File: config.mk
export PLATFORM = sky130hd
export DESIGN_NAME = spi_cmd_ctrl
export DESIGN_NICKNAME = d
export VERILOG_FILES = /design/src/rtl/spi_cmd_ctrl_pkg.sv /design/src/rtl/spi_cmd_ctrl_decode.sv /design/src/rtl/spi_cmd_ctrl.sv
export SDC_FILE = /design/constraint.sdc
export NUM_CORES = 1
export LEC_CHECK = 0
export BUFFER_PORTS_ARGS = -buffer_cell sky130_fd_sc_hd__buf_2
export CELL_PAD_IN_SITES_DETAIL_PLACEMENT = 1
export CELL_PAD_IN_SITES_GLOBAL_PLACEMENT = 1
export CORE_ASPECT_RATIO = 0.5
export CORE_MARGIN = 2
export CORE_UTILIZATION = 48
export DETAILED_ROUTE_END_ITERATION = 12
export PLACE_DENSITY = 0.9
export SLEW_MARGIN = 20
export SYNTH_ARGS = -nofsm -noshare
export SYNTH_HDL_FRONTEND = slang
export SYNTH_SLANG_ARGS = --single-unit
export TNS_END_PERCENT = 1
File: constraint.sdc
create_clock -name clk_i -period 6.9 [get_ports clk_i]
set_input_delay 1.035 -clock clk_i [delete_from_list [all_inputs] [get_ports clk_i]]
set_output_delay 1.035 -clock clk_i [all_outputs]
set_load 0.01 [all_outputs]
File: src/rtl/spi_cmd_ctrl_pkg.sv
// rtl/spi_cmd_ctrl_pkg.sv - command codes, access modes and read FSM states
package spi_cmd_ctrl_pkg;

  localparam int CMD_W = 8;

  localparam logic [CMD_W-1:0] CMD_REG1      = 8'h01;
  localparam logic [CMD_W-1:0] CMD_REG2      = 8'h02;
  localparam logic [CMD_W-1:0] CMD_REG3      = 8'h03;
  localparam logic [CMD_W-1:0] CMD_FIFO_DATA = 8'h04;
  localparam logic [CMD_W-1:0] CMD_WADDR     = 8'h05;
  localparam logic [CMD_W-1:0] CMD_RADDR     = 8'h06;
  localparam logic [CMD_W-1:0] CMD_RAM_DATA  = 8'h07;
  localparam logic [CMD_W-1:0] CMD_RD_FLAG   = 8'h80;
  localparam logic [CMD_W-1:0] CMD_FIFO_RD   = 8'h84;
  localparam logic [CMD_W-1:0] CMD_RAM_RD    = 8'h87;
  localparam logic [CMD_W-1:0] CMD_STATUS    = 8'hFF;

  typedef enum logic [3:0] {
    MODE_NONE,
    MODE_REG1,
    MODE_REG2,
    MODE_REG3,
    MODE_FIFO_WR,
    MODE_WADDR,
    MODE_RADDR,
    MODE_RAM_WR,
    MODE_SUM,
    MODE_FIFO_RD,
    MODE_RAM_RD,
    MODE_STATUS
  } mode_e;

  typedef enum logic [1:0] {
    RD_IDLE,
    RD_RAM_ISSUE,
    RD_RAM_CAP,
    RD_READY
  } rd_state_e;

  function automatic logic mode_is_read(mode_e m);
    return m inside {MODE_SUM, MODE_FIFO_RD, MODE_RAM_RD, MODE_STATUS};
  endfunction

endpackage

File: src/rtl/spi_cmd_ctrl_decode.sv
// rtl/spi_cmd_ctrl_decode.sv - combinational command byte to access mode lookup
module spi_cmd_decode
  import spi_cmd_ctrl_pkg::*;
#(
  parameter int CW = 8
) (
  input  logic [CW-1:0] cmd_i,
  output mode_e         mode_o,
  output logic          rd_o
);

  always_comb begin
    mode_o = MODE_NONE;
    case (cmd_i)
      CW'(CMD_REG1):      mode_o = MODE_REG1;
      CW'(CMD_REG2):      mode_o = MODE_REG2;
      CW'(CMD_REG3):      mode_o = MODE_REG3;
      CW'(CMD_FIFO_DATA): mode_o = MODE_FIFO_WR;
      CW'(CMD_WADDR):     mode_o = MODE_WADDR;
      CW'(CMD_RADDR):     mode_o = MODE_RADDR;
      CW'(CMD_RAM_DATA):  mode_o = MODE_RAM_WR;
      CW'(CMD_RD_FLAG):   mode_o = MODE_SUM;
      CW'(CMD_FIFO_RD):   mode_o = MODE_FIFO_RD;
      CW'(CMD_RAM_RD):    mode_o = MODE_RAM_RD;
      CW'(CMD_STATUS):    mode_o = MODE_STATUS;
      default:            mode_o = MODE_NONE;
    endcase
  end

  // Unknown codes carry the read flag too, but they map to NONE and must not
  // enable the read path.
  assign rd_o = cmd_i[CW-1] & mode_is_read(mode_o);

endmodule

File: src/rtl/spi_cmd_ctrl.sv
// rtl/spi_cmd_ctrl.sv - SPI command dispatcher for register, FIFO and RAM targets
module spi_cmd_ctrl
  import spi_cmd_ctrl_pkg::*;
#(
  parameter int DW = 16,
  parameter int CW = 8,
  parameter int AW = 8
) (
  input  logic          clk_i,
  input  logic          rst_i,
  input  logic          cmd_vld_i,
  input  logic [CW-1:0] cmd_i,
  input  logic          wdat_vld_i,
  input  logic [DW-1:0] wdat_i,
  input  logic          rd_done_i,
  output logic [DW-1:0] tx_dat_o,
  output logic          tx_vld_o,
  output logic          fifo_wr_en_o,
  output logic [DW-1:0] fifo_wdat_o,
  input  logic          fifo_full_i,
  output logic          fifo_rd_en_o,
  input  logic [DW-1:0] fifo_rdat_i,
  input  logic          fifo_empty_i,
  output logic          ram_we_o,
  output logic          ram_re_o,
  output logic [AW-1:0] ram_addr_o,
  output logic [DW-1:0] ram_wdat_o,
  input  logic [DW-1:0] ram_rdat_i,
  output logic [1:0]    err_o
);

  mode_e     dec_mode;
  logic      dec_rd;

  mode_e     mode_q;
  logic      rd_dir_q;
  rd_state_e state_q;
  logic [DW-1:0] reg1_q, reg2_q, reg3_q;
  logic [AW-1:0] waddr_q, raddr_q;
  logic [DW-1:0] tx_dat_q;
  logic          tx_vld_q;
  logic          fifo_wr_en_q, fifo_rd_en_q;
  logic [DW-1:0] fifo_wdat_q;
  logic          ram_we_q, ram_re_q;
  logic [AW-1:0] ram_addr_q;
  logic [DW-1:0] ram_wdat_q;
  logic [1:0]    err_q;

  logic [DW-1:0] sum_d;
  logic [DW-1:0] status_d;
  logic [AW-1:0] raddr_inc_d;

  spi_cmd_decode #(.CW(CW)) u_decode (
    .cmd_i  (cmd_i),
    .mode_o (dec_mode),
    .rd_o   (dec_rd)
  );

  assign sum_d       = reg1_q + reg2_q + reg3_q;
  assign status_d    = {{(DW-2){1'b0}}, err_q};
  assign raddr_inc_d = raddr_q + AW'(1);

  always_ff @(posedge clk_i or posedge rst_i) begin
    if (rst_i) begin
      mode_q       <= MODE_NONE;
      rd_dir_q     <= 1'b0;
      state_q      <= RD_IDLE;
      reg1_q       <= '0;
      reg2_q       <= '0;
      reg3_q       <= '0;
      waddr_q      <= '0;
      raddr_q      <= '0;
      tx_dat_q     <= '0;
      tx_vld_q     <= 1'b0;
      fifo_wr_en_q <= 1'b0;
      fifo_wdat_q  <= '0;
      fifo_rd_en_q <= 1'b0;
      ram_we_q     <= 1'b0;
      ram_re_q     <= 1'b0;
      ram_addr_q   <= '0;
      ram_wdat_q   <= '0;
      err_q        <= '0;
    end else begin
      fifo_wr_en_q <= 1'b0;
      fifo_rd_en_q <= 1'b0;
      ram_we_q     <= 1'b0;
      ram_re_q     <= 1'b0;

      // A command always wins: coincident data/rd_done pulses are dropped and
      // any RAM prefetch in flight is abandoned without touching raddr.
      if (cmd_vld_i) begin
        mode_q   <= dec_mode;
        rd_dir_q <= dec_rd;
        tx_vld_q <= 1'b0;
        tx_dat_q <= '0;
        if (dec_mode == MODE_RAM_RD) begin
          state_q    <= RD_RAM_ISSUE;
          ram_re_q   <= 1'b1;
          ram_addr_q <= raddr_q;
        end else begin
          state_q <= RD_IDLE;
        end
      end else if (!rd_dir_q) begin
        if (wdat_vld_i) begin
          case (mode_q)
            MODE_REG1:  reg1_q <= wdat_i;
            MODE_REG2:  reg2_q <= wdat_i;
            MODE_REG3:  reg3_q <= wdat_i;
            MODE_FIFO_WR: begin
              if (fifo_full_i) begin
                err_q[1] <= 1'b1;
              end else begin
                fifo_wr_en_q <= 1'b1;
                fifo_wdat_q  <= wdat_i;
              end
            end
            MODE_WADDR: waddr_q <= wdat_i[AW-1:0];
            MODE_RADDR: raddr_q <= wdat_i[AW-1:0];
            MODE_RAM_WR: begin
              ram_we_q   <= 1'b1;
              ram_addr_q <= waddr_q;
              ram_wdat_q <= wdat_i;
              waddr_q    <= waddr_q + AW'(1);
            end
            default: ;
          endcase
        end
      end else if (mode_q == MODE_FIFO_RD) begin
        // FWFT head is mirrored continuously; a pop only follows a finished frame.
        tx_dat_q <= fifo_empty_i ? '0 : fifo_rdat_i;
        tx_vld_q <= !fifo_empty_i;
        if (rd_done_i) begin
          if (fifo_empty_i) begin
            err_q[0] <= 1'b1;
          end else begin
            fifo_rd_en_q <= 1'b1;
          end
        end
      end else begin
        case (state_q)
          RD_IDLE: begin
            tx_dat_q <= (mode_q == MODE_STATUS) ? status_d : sum_d;
            tx_vld_q <= 1'b1;
            state_q  <= RD_READY;
          end
          RD_RAM_ISSUE: state_q <= RD_RAM_CAP;
          RD_RAM_CAP: begin
            tx_dat_q <= ram_rdat_i;
            tx_vld_q <= 1'b1;
            state_q  <= RD_READY;
          end
          RD_READY: begin
            if (rd_done_i) begin
              if (mode_q == MODE_RAM_RD) begin
                raddr_q    <= raddr_inc_d;
                ram_re_q   <= 1'b1;
                ram_addr_q <= raddr_inc_d;
                tx_vld_q   <= 1'b0;
                state_q    <= RD_RAM_ISSUE;
              end else if (mode_q == MODE_STATUS) begin
                err_q <= '0;
              end
            end
          end
          default: state_q <= RD_IDLE;
        endcase
      end
    end
  end

  assign tx_dat_o     = tx_dat_q;
  assign tx_vld_o     = tx_vld_q;
  assign fifo_wr_en_o = fifo_wr_en_q;
  assign fifo_wdat_o  = fifo_wdat_q;
  assign fifo_rd_en_o = fifo_rd_en_q;
  assign ram_we_o     = ram_we_q;
  assign ram_re_o     = ram_re_q;
  assign ram_addr_o   = ram_addr_q;
  assign ram_wdat_o   = ram_wdat_q;
  assign err_o        = err_q;

endmodule

==> results of run 1 <==
==> per-layer routing <==
layer | wire [µm] | vias to the layer above
met5 | 0 | -
met4 | 1030 | 0
met3 | 1250 | 98
met2 | 12000 | 283
met1 | 9550 | 3165
li1 | - | 2649
==> logic make-up after synthesis <==
kind of cell	count (synthesis)	synth area share (%)
DFF	134	46.8
adders and majority gates	32	7.27
muxes	92	14.4
and+or+nand+nor	179	13.3
buffers and inverters	42	2.62
AOI/OAI and AO/OA	163	13.8
xor gates and xnor gates	15	1.83
==> flip-flops by register name, indices dropped and copies added (netlist names) <==
register and cells:
reg2_q 16, ram_re_o 1, fifo_wdat_o 16, ram_wdat_o 16, tx_dat_o 16, ram_addr_o 8, ram_we_o 1, mode_q 4
rd_dir_q 1, raddr_q 8, tx_vld_o 1, fifo_rd_en_o 1, reg1_q 16, state_q 2, err_o 2, fifo_wr_en_o 1
reg3_q 16, waddr_q 8
==> critical path: cells and delay by family, from the launching register on <==
kind	cells	cell delay (ns)
adder cells (fa/ha/maj)	3	1.23
flip-flops	1	0.43
AO/OA/AOI/OAI	5	1.42
AND/OR/NAND/NOR	1	0.16
==> synth_stat cells, types with 5 or more instances <==
cell / count / area share (%)
inv_1: 9 / 0.47
xnor2_1: 10 / 1.2
nand2b_1: 7 / 0.61
a211oi_1: 7 / 0.73
o21ai_0: 40 / 2.8
fa_1: 16 / 4.5
dfrtp_1: 134 / 47
buf_2: 12 / 0.84
o22ai_1: 14 / 1.2
o21bai_1: 6 / 0.63
a21oi_1: 57 / 4.0
nor3_1: 12 / 0.84
nor2_1: 35 / 1.8
o31ai_1: 9 / 0.94
a21o_1: 6 / 0.63
ha_1: 16 / 2.8
nand2_1: 50 / 2.6
nand3_1: 27 / 1.9
mux2_2: 86 / 14
nand4_1: 10 / 0.87
mux2i_1: 6 / 0.84
xor2_1: 5 / 0.61
clkbuf_1: 15 / 0.79
==> metrics by stage <==
stage | util, % | std cells | total power [W] | worst slack, ns
final | 58.7 | 984 | 0.00315 | 3.57
after global placement | 54.6 | 952 | 0.00199 | 4.01
after floorplan | - | 657 | 0.00176 | 2.28
after CTS | 58.7 | 984 | 0.00313 | 3.65
after detailed placement | 54.6 | 952 | 0.00209 | 3.86
after global routing | 58.7 | 984 | 0.00328 | 3.53
==> power by group <==
group | leakage (nW) | total (W) | switching [W] | internal, W
clock network | 0.285 | 0.000922 | 0.000376 | 0.000546
logic | 1.99 | 0.00123 | 0.000727 | 0.000507
registers | 1.76 | 0.000993 | 0.000106 | 0.000887
total | 4.03 | 0.00315 | 0.00121 | 0.00194
==> layout make-up <==
type / instances / area, µm²
flip-flops and latches: 134 / 3350
fillers: 1586 / 5990
clock inverters: 13 / 149
inverters: 9 / 36.3
multi-input cells: 481 / 3620
well taps: 198 / 248
clock buffers: 19 / 443
repair buffers: 130 / 663
==> worst min-delay path by stage <==
| stage | from | end | slack (ns) |
|---|---|---|---|
| floorplan | raddr_q[1]$_DFFE_PP0P_ | raddr_q[1]$_DFFE_PP0P_ | 0.49 |
| global route | ram_addr_o[5]$_DFFE_PP0P_ | ram_addr_o[5]$_DFFE_PP0P_ | 0.52 |
| CTS | tx_dat_o[6]$_DFFE_PP0P_ | tx_dat_o[6]$_DFFE_PP0P_ | 0.51 |
| global placement | tx_dat_o[7]$_DFFE_PP0P_ | tx_dat_o[7]$_DFFE_PP0P_ | 0.46 |
| detailed placement | tx_dat_o[7]$_DFFE_PP0P_ | tx_dat_o[7]$_DFFE_PP0P_ | 0.48 |
| finish | tx_dat_o[6]$_DFFE_PP0P_ | tx_dat_o[6]$_DFFE_PP0P_ | 0.50 |
==> results.yml, run 1 <==
worst_setup_path:
  critPathRequiredTime_ns: 7.25
  cp-end-kind: "flip-flop"
  cp_max_fo: 3
  arrival_ns: 3.68
  worstRegToRegCells: 9
  slowest_stage: "fa_1"
  timing.rr.end: "tx_dat_o[15]$_DFFE_PP0P_"
  r2r_start: "reg1_q[1]$_DFFE_PP0P_"
  crit_chain: "fa_1 > ha_1 > fa_1 > a21oi_1 > o21ai_0 > a21oi_1 > o21ai_0 > a211oi_1 > nand3b_1"
  regToRegSetupSlack_ns: 3.57
  startpoint: "reg1_q[1]$_DFFE_PP0P_"
  crit_path_end: "tx_dat_o[15]$_DFFE_PP0P_"
  path_class: "reg -> reg"
  worst_path_largest_cell_delay_ns: 0.54
  cp-start-kind: "flip-flop"
synthesis:
  avgSynthCellArea_um2: 10.9
  synth_edf_count: 0
  synth-async-reset-ratio_pct: 100
  syn_area_um2: 7160
  syn-num-nets: 752
  synth-seq-cells: 134
  yosys_warnings: 0
  seq_area_frac_synth_pct: 46.8
  yosysUniqueCellTypes: 65
  synth_ff_type: "dfrtp_1"
  netlist_instances: 657
global_routing:
  overflow: 0
  grt.met2_usage_pct: 53.8
  grtUsageMet3_pct: 6.02
  antenna_found_initial: 0
  gr-usage-met1_pct: 38.5
  grt_start_max_net_pins: 74
  grt_pass1_vias: 6706
  grt_pass1_wl_mm: 38.3
  grt-busiest-layer: "met2"
  grt_use_total_pct: 31.4
status:
  status: "finished, final reports clean"
floorplanning:
  rows: 31
  die_h_um: 90.4
  initial_utilization_pct: 49.4
  dieWidth_um: 177
  num_io_pins: 126
  die_area_um2: 16000
  core_um2: 14500
clocking:
  clkLatencyLatePin_ns: 0.43
  cts_resized: 0
  cts_buffer_depth: 2
  cts.sinks: 134
  postCtsHoldBufs: 0
  cts-buffers-inserted: 17
  htree_levels: 4
  cts_tree: "built"
  clk_pin_slew_ns: 0.06
  cts-root-buf: "clkbuf_16"
  cts_setup_buffers: 0
layout:
  insertedDiodeCount: 0
  finish.net_count: 868
  syn2layout_area_growth_pct: 18.9
  mostFrequentLayoutCells: "134 x dfrtp_1, 125 x buf_2, 86 x mux2_2, 57 x a21oi_1, 50 x nand2_1"
  post-route-cell-area_um2: 8510
  layout_commonest_cell: "dfrtp_1"
  drive_above_1_share_pct: 33.8
timing:
  finalHoldViolCount: 0
  min_period_ns: 3.33
  fin_skew_ns: 0.00977
  fmax_ghz: 0.300
  final_max_slew_viol_count: 0
  finalSetupViolCount: 0
  whs_ns: 0.496
  setup_tns_ns: 0
  max_slew.worst_pin.slew_ns: 1.00
  rsz0062_at_grt: "false"
  period_share_pct: 48.2
  slew_headroom_pct: 32.9
routing:
  via_count: 6195
  drc_errors: 0
  drtIter0Drc: 596
  routed_wl_mm: 23.8
  final_antenna_net_count: 0
  wire_per_inst_um: 24.2
  first_pass_iters: 5
  vias_per_cell: 6.30
placed_design:
  place.gp.congestion: 0.823
  dp_hpwl_mm: 14.5
  post_dp_cell_area_um2: 7920
  port_buffers: 125
min_path:
  min_path_cells: 1
  hp-class: "reg -> reg"
flow_run:
  maxCapViolCount: 0
pwr:
  powerDensity_nw_per_um2: 370
  p_leak_nw: 4.03
  vdd_drop_max_mv: 0.210
No activity file was read; power rests on OpenSTA's default activity.
==> inputs of run 2 (changes only) <==
--- a/config.mk
+++ b/config.mk
@@ -10,9 +10,9 @@
 export CELL_PAD_IN_SITES_GLOBAL_PLACEMENT = 1
 export CORE_ASPECT_RATIO = 0.5
 export CORE_MARGIN = 2
-export CORE_UTILIZATION = 48
+export CORE_UTILIZATION = 40
 export DETAILED_ROUTE_END_ITERATION = 12
-export PLACE_DENSITY = 0.9
+export PLACE_DENSITY = 0.81
 export SLEW_MARGIN = 20
 export SYNTH_ARGS = -nofsm -noshare
 export SYNTH_HDL_FRONTEND = slang
==> constraint.sdc (replaced) <==
create_clock -name clk_i -period 3 [get_ports clk_i]
set_input_delay 0.45 -clock clk_i [delete_from_list [all_inputs] [get_ports clk_i]]
set_output_delay 0.45 -clock clk_i [all_outputs]
set_load 0.01 [all_outputs]
==> run 2 against run 1 <==
Fmax up 19%. Setup slack worse by 3.4 ns. Flip-flop and latch count unchanged. Clock skew up 0.0049 ns. Critical path depth down 1. Die area up 19%. Non-clock buffer count up 8. Cell count up 4.5%. Wire length down 15%.
==> results.yml, run 2 (synthesis gave the netlist of run 1 again) <==
pwr:
  powerDensity_nw_per_um2: 809
  vdd_drop_max_mv: 0.428
  p_leak_nw: 4.08
placed_design:
  post_dp_cell_area_um2: 8040
  dp_hpwl_mm: 13.7
  port_buffers: 125
  preCtsSetupSlack_ns: 0.189
  place.gp.congestion: 0.827
global_routing:
  grt_use_total_pct: 21.9
  grt_pass1_vias: 6255
  grt_start_max_net_pins: 135
  overflow: 0
  antenna_found_initial: 0
  grt_pass1_wl_mm: 33.3
routing:
  wire_per_inst_um: 19.7
  via_count: 5726
  first_pass_iters: 5
  vias_per_cell: 5.57
  routed_wl_mm: 20.3
  final_antenna_net_count: 0
  drc_errors: 0
  drtIter0Drc: 242
worst_setup_path:
  critPathRequiredTime_ns: 3.29
  arrival_ns: 3.08
  cp_max_fo: 5
  cp-end-kind: "flip-flop"
  path_class: "reg -> reg"
  cp-start-kind: "flip-flop"
  regToRegSetupSlack_ns: 0.21
layout:
  post-route-cell-area_um2: 8670
  drive_above_1_share_pct: 34.8
  mostFrequentLayoutCells: "134 x dfrtp_1, 125 x buf_2, 86 x mux2_2, 56 x a21oi_1, 50 x nand2_1"
  syn2layout_area_growth_pct: 21.0
  layout_commonest_cell: "dfrtp_1"
  insertedDiodeCount: 0
  finish.net_count: 876
floorplanning:
  core_um2: 17400
  dieWidth_um: 193
  initial_utilization_pct: 41.1
  rows: 34
  die_area_um2: 19100
  num_io_pins: 126
  die_h_um: 98.6
timing:
  setup_tns_ns: 0
  fin_skew_ns: 0.0147
  fin_ws_ns: 0.210
  period_share_pct: 93.0
  whs_ns: 0.205
  max_slew.worst_pin.slew_ns: 0.759
  rsz0062_at_grt: "false"
  finalHoldViolCount: 0
  slew_headroom_pct: 49.4
  finalSetupViolCount: 0
  min_period_ns: 2.79
  final_max_slew_viol_count: 0
  fmax_ghz: 0.358
clocking:
  clk_pin_slew_ns: 0.07
  htree_levels: 4
  clkLatencyLatePin_ns: 0.42
  postCtsHoldBufs: 0
  cts_tree: "built"
  cts.sinks: 134
  cts_buffer_depth: 2
  cts-root-buf: "clkbuf_16"
  cts-buffers-inserted: 17
min_path:
  hp-class: "in -> async"
flow_run:
  maxCapViolCount: 0
status:
  status: "finished, final reports clean"
-- run 2: cell count changes in the layout (fill, tap and decap cells not counted), moves of 2 or more --
cell,change
clkinv_4,-4
inv_8,+2
clkinv_2,-2
buf_4,+7
inv_6,+3
clkinvlp_4,+2
-- run 2: routing by layer --
metal  global-route usage (%)  part of all wire, %  vias up
li1                         -                    -     2645
met1                     28.0                   45     2961
met2                     38.4                   51       95
met3                     3.32                  2.4       25
met4                     7.75                  1.4        0
met5                        0                    0        -
-- run 2: final timing paths --
check	endpoint	start	cells after the start
worst max register to register	tx_dat_o[14]$_DFFE_PP0P_	reg1_q[5]$_DFFE_PP0P_	8
worst min-delay path	fifo_wdat_o[14]$_DFFE_PP0P_	rst_i	3
worst max-delay path	tx_dat_o[14]$_DFFE_PP0P_	reg1_q[5]$_DFFE_PP0P_	8
worst min register to register	tx_dat_o[6]$_DFFE_PP0P_	tx_dat_o[6]$_DFFE_PP0P_	1
min in group clk_i	fifo_rd_en_o$_DFF_PP0_	fifo_empty_i	2
max in group asynchronous	ram_addr_o[7]$_DFFE_PP0P_	rst_i	3
-- run 2: power by group --
part,total [W],internal (W),switching (W)
clock network,0.00224,0.00134,0.000899
logic,0.00253,0.00114,0.00139
registers,0.00224,0.00204,0.000203
total,0.00701,0.00452,0.00250
-- run 2: final cells by class --
cell class                      instances  area [µm²]
Tap cell                              234         293
Clock inverter                         14         190
Multi-Input combinational cell        481        3630
Inverter                                9        37.5
Timing Repair Buffer                  138         736
Clock buffer                           18         429
Fill cell                            1946        8770
Sequential cell                       134        3350
-- run 2: stage by stage --
stage / std cells / util, % / power (W)
after floorplan: 657 / - / 0.00405
after global placement: 996 / 46.1 / 0.00461
after detailed placement: 996 / 46.1 / 0.00472
after CTS: 1028 / 49.6 / 0.00704
after global routing: 1028 / 49.7 / 0.00746
final: 1028 / 49.7 / 0.00701
-- run 2: what timing repair did --
item                       CTS  global route
buffers inserted             0             0
gates resized for setup      0             2
setup endpoints to repair    0             2
-- run 2: worst max-delay path, cell delays in order, from the launching register on --
cell and delay (ns):
dfrtp_1 0.40, fa_1 0.48, ha_1 0.37, a21oi_1 0.26, o211ai_1 0.21, a31o_2 0.34
a211oi_1 0.34, or3b_1 0.19, nand3_1 0.08
==> inputs of run 3 (changes only) <==
--- a/config.mk
+++ b/config.mk
@@ -5,14 +5,16 @@
 export SDC_FILE = /design/constraint.sdc
 export NUM_CORES = 1
 export LEC_CHECK = 0
+export ABC_AREA = 1
+export ABC_CLOCK_PERIOD_IN_PS = 3000
 export BUFFER_PORTS_ARGS = -buffer_cell sky130_fd_sc_hd__buf_2
 export CELL_PAD_IN_SITES_DETAIL_PLACEMENT = 1
 export CELL_PAD_IN_SITES_GLOBAL_PLACEMENT = 1
 export CORE_ASPECT_RATIO = 0.5
 export CORE_MARGIN = 2
-export CORE_UTILIZATION = 40
+export CORE_UTILIZATION = 37
 export DETAILED_ROUTE_END_ITERATION = 12
-export PLACE_DENSITY = 0.81
+export PLACE_DENSITY = 0.8
 export SLEW_MARGIN = 20
 export SYNTH_ARGS = -nofsm -noshare
 export SYNTH_HDL_FRONTEND = slang
==> run 3 against run 2 <==
Via count increased by 16%. Hold slack got worse by 0.10 ns. Global-route usage increased by 0.84 points. Clock power decreased by 8%. Setup slack improved by 0.24 ns. Non-clock buffer count decreased by 2. Wire length increased by 8.2%.
==> results.yml, run 3 <==
status:
  status: "finished, final reports clean"
floorplanning:
  initial_utilization_pct: 38.2
  core_um2: 18700
  die_area_um2: 20500
  die_h_um: 102
  rows: 35
  num_io_pins: 126
  dieWidth_um: 200
timing:
  fin_ws_ns: 0.451
  final_max_slew_viol_count: 0
  min_period_ns: 2.55
  max_slew.worst_pin.slew_ns: 0.614
  rsz0062_at_grt: "false"
  period_share_pct: 85.0
  finalSetupViolCount: 0
  setup_tns_ns: 0
  fmax_ghz: 0.392
  finalHoldViolCount: 0
  fin_skew_ns: 0.0103
  slew_headroom_pct: 59.0
synthesis:
  netlist_instances: 900
  seq_area_frac_synth_pct: 47.0
  syn-num-nets: 995
  synth-seq-cells: 134
  yosysMostFrequentCell: "nand2_1"
  yosys_warnings: 0
  synth_top_area_share_pct: 47.0
  synthTopCellsByCount: "284 x nand2_1, 134 x dfrtp_1, 84 x o21ai_0"
  syn_area_um2: 7130
  synth_edf_count: 0
  synth-async-reset-ratio_pct: 100
  avgSynthCellArea_um2: 7.92
  synth.area.top_cells: "dfrtp_1 47%, nand2_1 15%, o21ai_0 5.9%, fa_1 4.5%, inv_1 4.4%"
  yosysTopAreaCell: "dfrtp_1"
  yosysUniqueCellTypes: 39
  synth_ff_type: "dfrtp_1"
global_routing:
  overflow: 0
  grt_start_max_net_pins: 93
  antenna_found_initial: 0
  grt_pass1_wl_mm: 37.0
  grt_pass1_vias: 7299
  grt_use_total_pct: 22.8
clocking:
  cts.sinks: 134
  cts_resized: 0
  cts_buffer_depth: 2
  cts_tree: "built"
  cts_setup_buffers: 0
  cts-buffers-inserted: 17
  htree_levels: 4
  clkLatencyLatePin_ns: 0.43
  clk_pin_slew_ns: 0.06
  postCtsHoldBufs: 0
  cts-root-buf: "clkbuf_16"
flow_run:
  maxCapViolCount: 0
placed_design:
  preCtsSetupSlack_ns: 0.469
  dp_hpwl_mm: 16.0
  port_buffers: 125
  place.gp.congestion: 0.869
layout:
  mostFrequentLayoutCells: "284 x nand2_1, 134 x dfrtp_1, 125 x buf_2, 84 x o21ai_0, 82 x inv_1"
  syn2layout_area_growth_pct: 20.8
  insertedDiodeCount: 0
  fillers: 2361
  drive_above_1_share_pct: 18.6
  layout_commonest_cell: "nand2_1"
  finish.net_count: 1120
routing:
  wire_per_inst_um: 16.9
  via_count: 6655
  first_pass_iters: 4
  drc_errors: 0
  routed_wl_mm: 21.9
  drtIter0Drc: 256
  vias_per_cell: 5.13
  final_antenna_net_count: 0
pwr:
  vdd_drop_max_mv: 0.461
  p_leak_nw: 4.61
  powerDensity_nw_per_um2: 636
worst_setup_path:
  cp-end-kind: "flip-flop"
  cp-start-kind: "flip-flop"
  cp_max_fo: 4
  path_class: "reg -> reg"
  arrival_ns: 2.86
  critPathRequiredTime_ns: 3.31
min_path:
  hp-class: "in -> async"
[run 3: cell types whose count changed in the layout (fill, tap and decap cells not counted), sizes merged, moves of 8 or more]
| cell | before | now |
|---|---|---|
| xnor2 | 10 | 2 |
| nor2 | 37 | 60 |
| nand2 | 50 | 286 |
| a21oi | 58 | 44 |
| inv | 15 | 100 |
| nand3 | 28 | 38 |
| nor3 | 13 | 3 |
| mux2 | 86 | 0 |
| o21ai | 40 | 121 |
[run 3: power by group]
part / total, W / internal [W] / switching, W
combinational: 0.00121 / 0.000465 / 0.000743
clock: 0.00205 / 0.00116 / 0.000885
sequential: 0.00222 / 0.00204 / 0.000188
total: 0.00548 / 0.00366 / 0.00182
[run 3: per-layer routing]
metal	up-vias	track usage [%]	part of all wire [%]
li1	3177	-	-
met1	3344	29.4	47
met5	-	0	0
met3	25	3.38	2.5
met2	109	40.9	50
met4	0	6.04	1.3
[run 3: stage by stage]
step           std cells  util, %  power, W  hold WS [ns]  cell area, µm²
3_5_place_dp        1265     43.1   0.00345         0.463            8050
5_1_grt             1297     46.2   0.00581         0.117            8620
6_report            1297     46.2   0.00548         0.104            8620
2_1_floorplan        900        -   0.00298         0.473            7140
4_1_cts             1297     46.2   0.00553         0.105            8620
3_3_place_gp        1265     43.1   0.00339         0.455            8050
[run 3: area by class of cell]
type	count	area, µm²	share of cell area [%]
sequential	134	3350	38.9
inverter	95	363	4.21
multi-input combinational	641	3290	38.1
clock buffer	18	429	4.98
tap	259	324	3.76
clock inverter	14	140	1.63
timing repair buffer	136	721	8.36
[run 3: worst max-delay path: stages (launching register included)]
cell and delay, ns:
dfrtp_1 0.40, fa_1 0.49, ha_1 0.26, fa_1 0.41
nand2_1 0.12, a21oi_1 0.13, nand2_1 0.10, nand2_1 0.06
or2_2 0.26, nand3_1 0.06, nand2_1 0.05, nand2_1 0.05
nand2_1 0.05
[run 3: final timing paths]
path	startpoint	end	slack (ns)	depth (start not counted)
min	rst_i	fifo_wdat_o[6]$_DFFE_PP0P_	0.10	3
max in group asynchronous	rst_i	reg3_q[10]$_DFFE_PP0P_	2.29	4
max reg2reg	reg1_q[1]$_DFFE_PP0P_	tx_dat_o[9]$_DFFE_PP0P_	0.45	12
max	reg1_q[1]$_DFFE_PP0P_	tx_dat_o[9]$_DFFE_PP0P_	0.45	12
min reg2reg	ram_addr_o[2]$_DFFE_PP0P_	ram_addr_o[2]$_DFFE_PP0P_	0.48	2
min in group clk_i	fifo_empty_i	fifo_rd_en_o$_DFF_PP0_	0.20	2
[run 3: cells by family (layout without fill, tap and decap cells)]
logic type,Yosys count,after routing,share of synthesized area [%]
adders and majority gates,32,32,7.30
DFF,134,134,47.0
AOI/OAI and AO/OA,197,197,14.8
buffers and inverters,125,263,6.89
and+or+nand+nor,406,406,23.2
xor gates and xnor gates,6,6,0.737
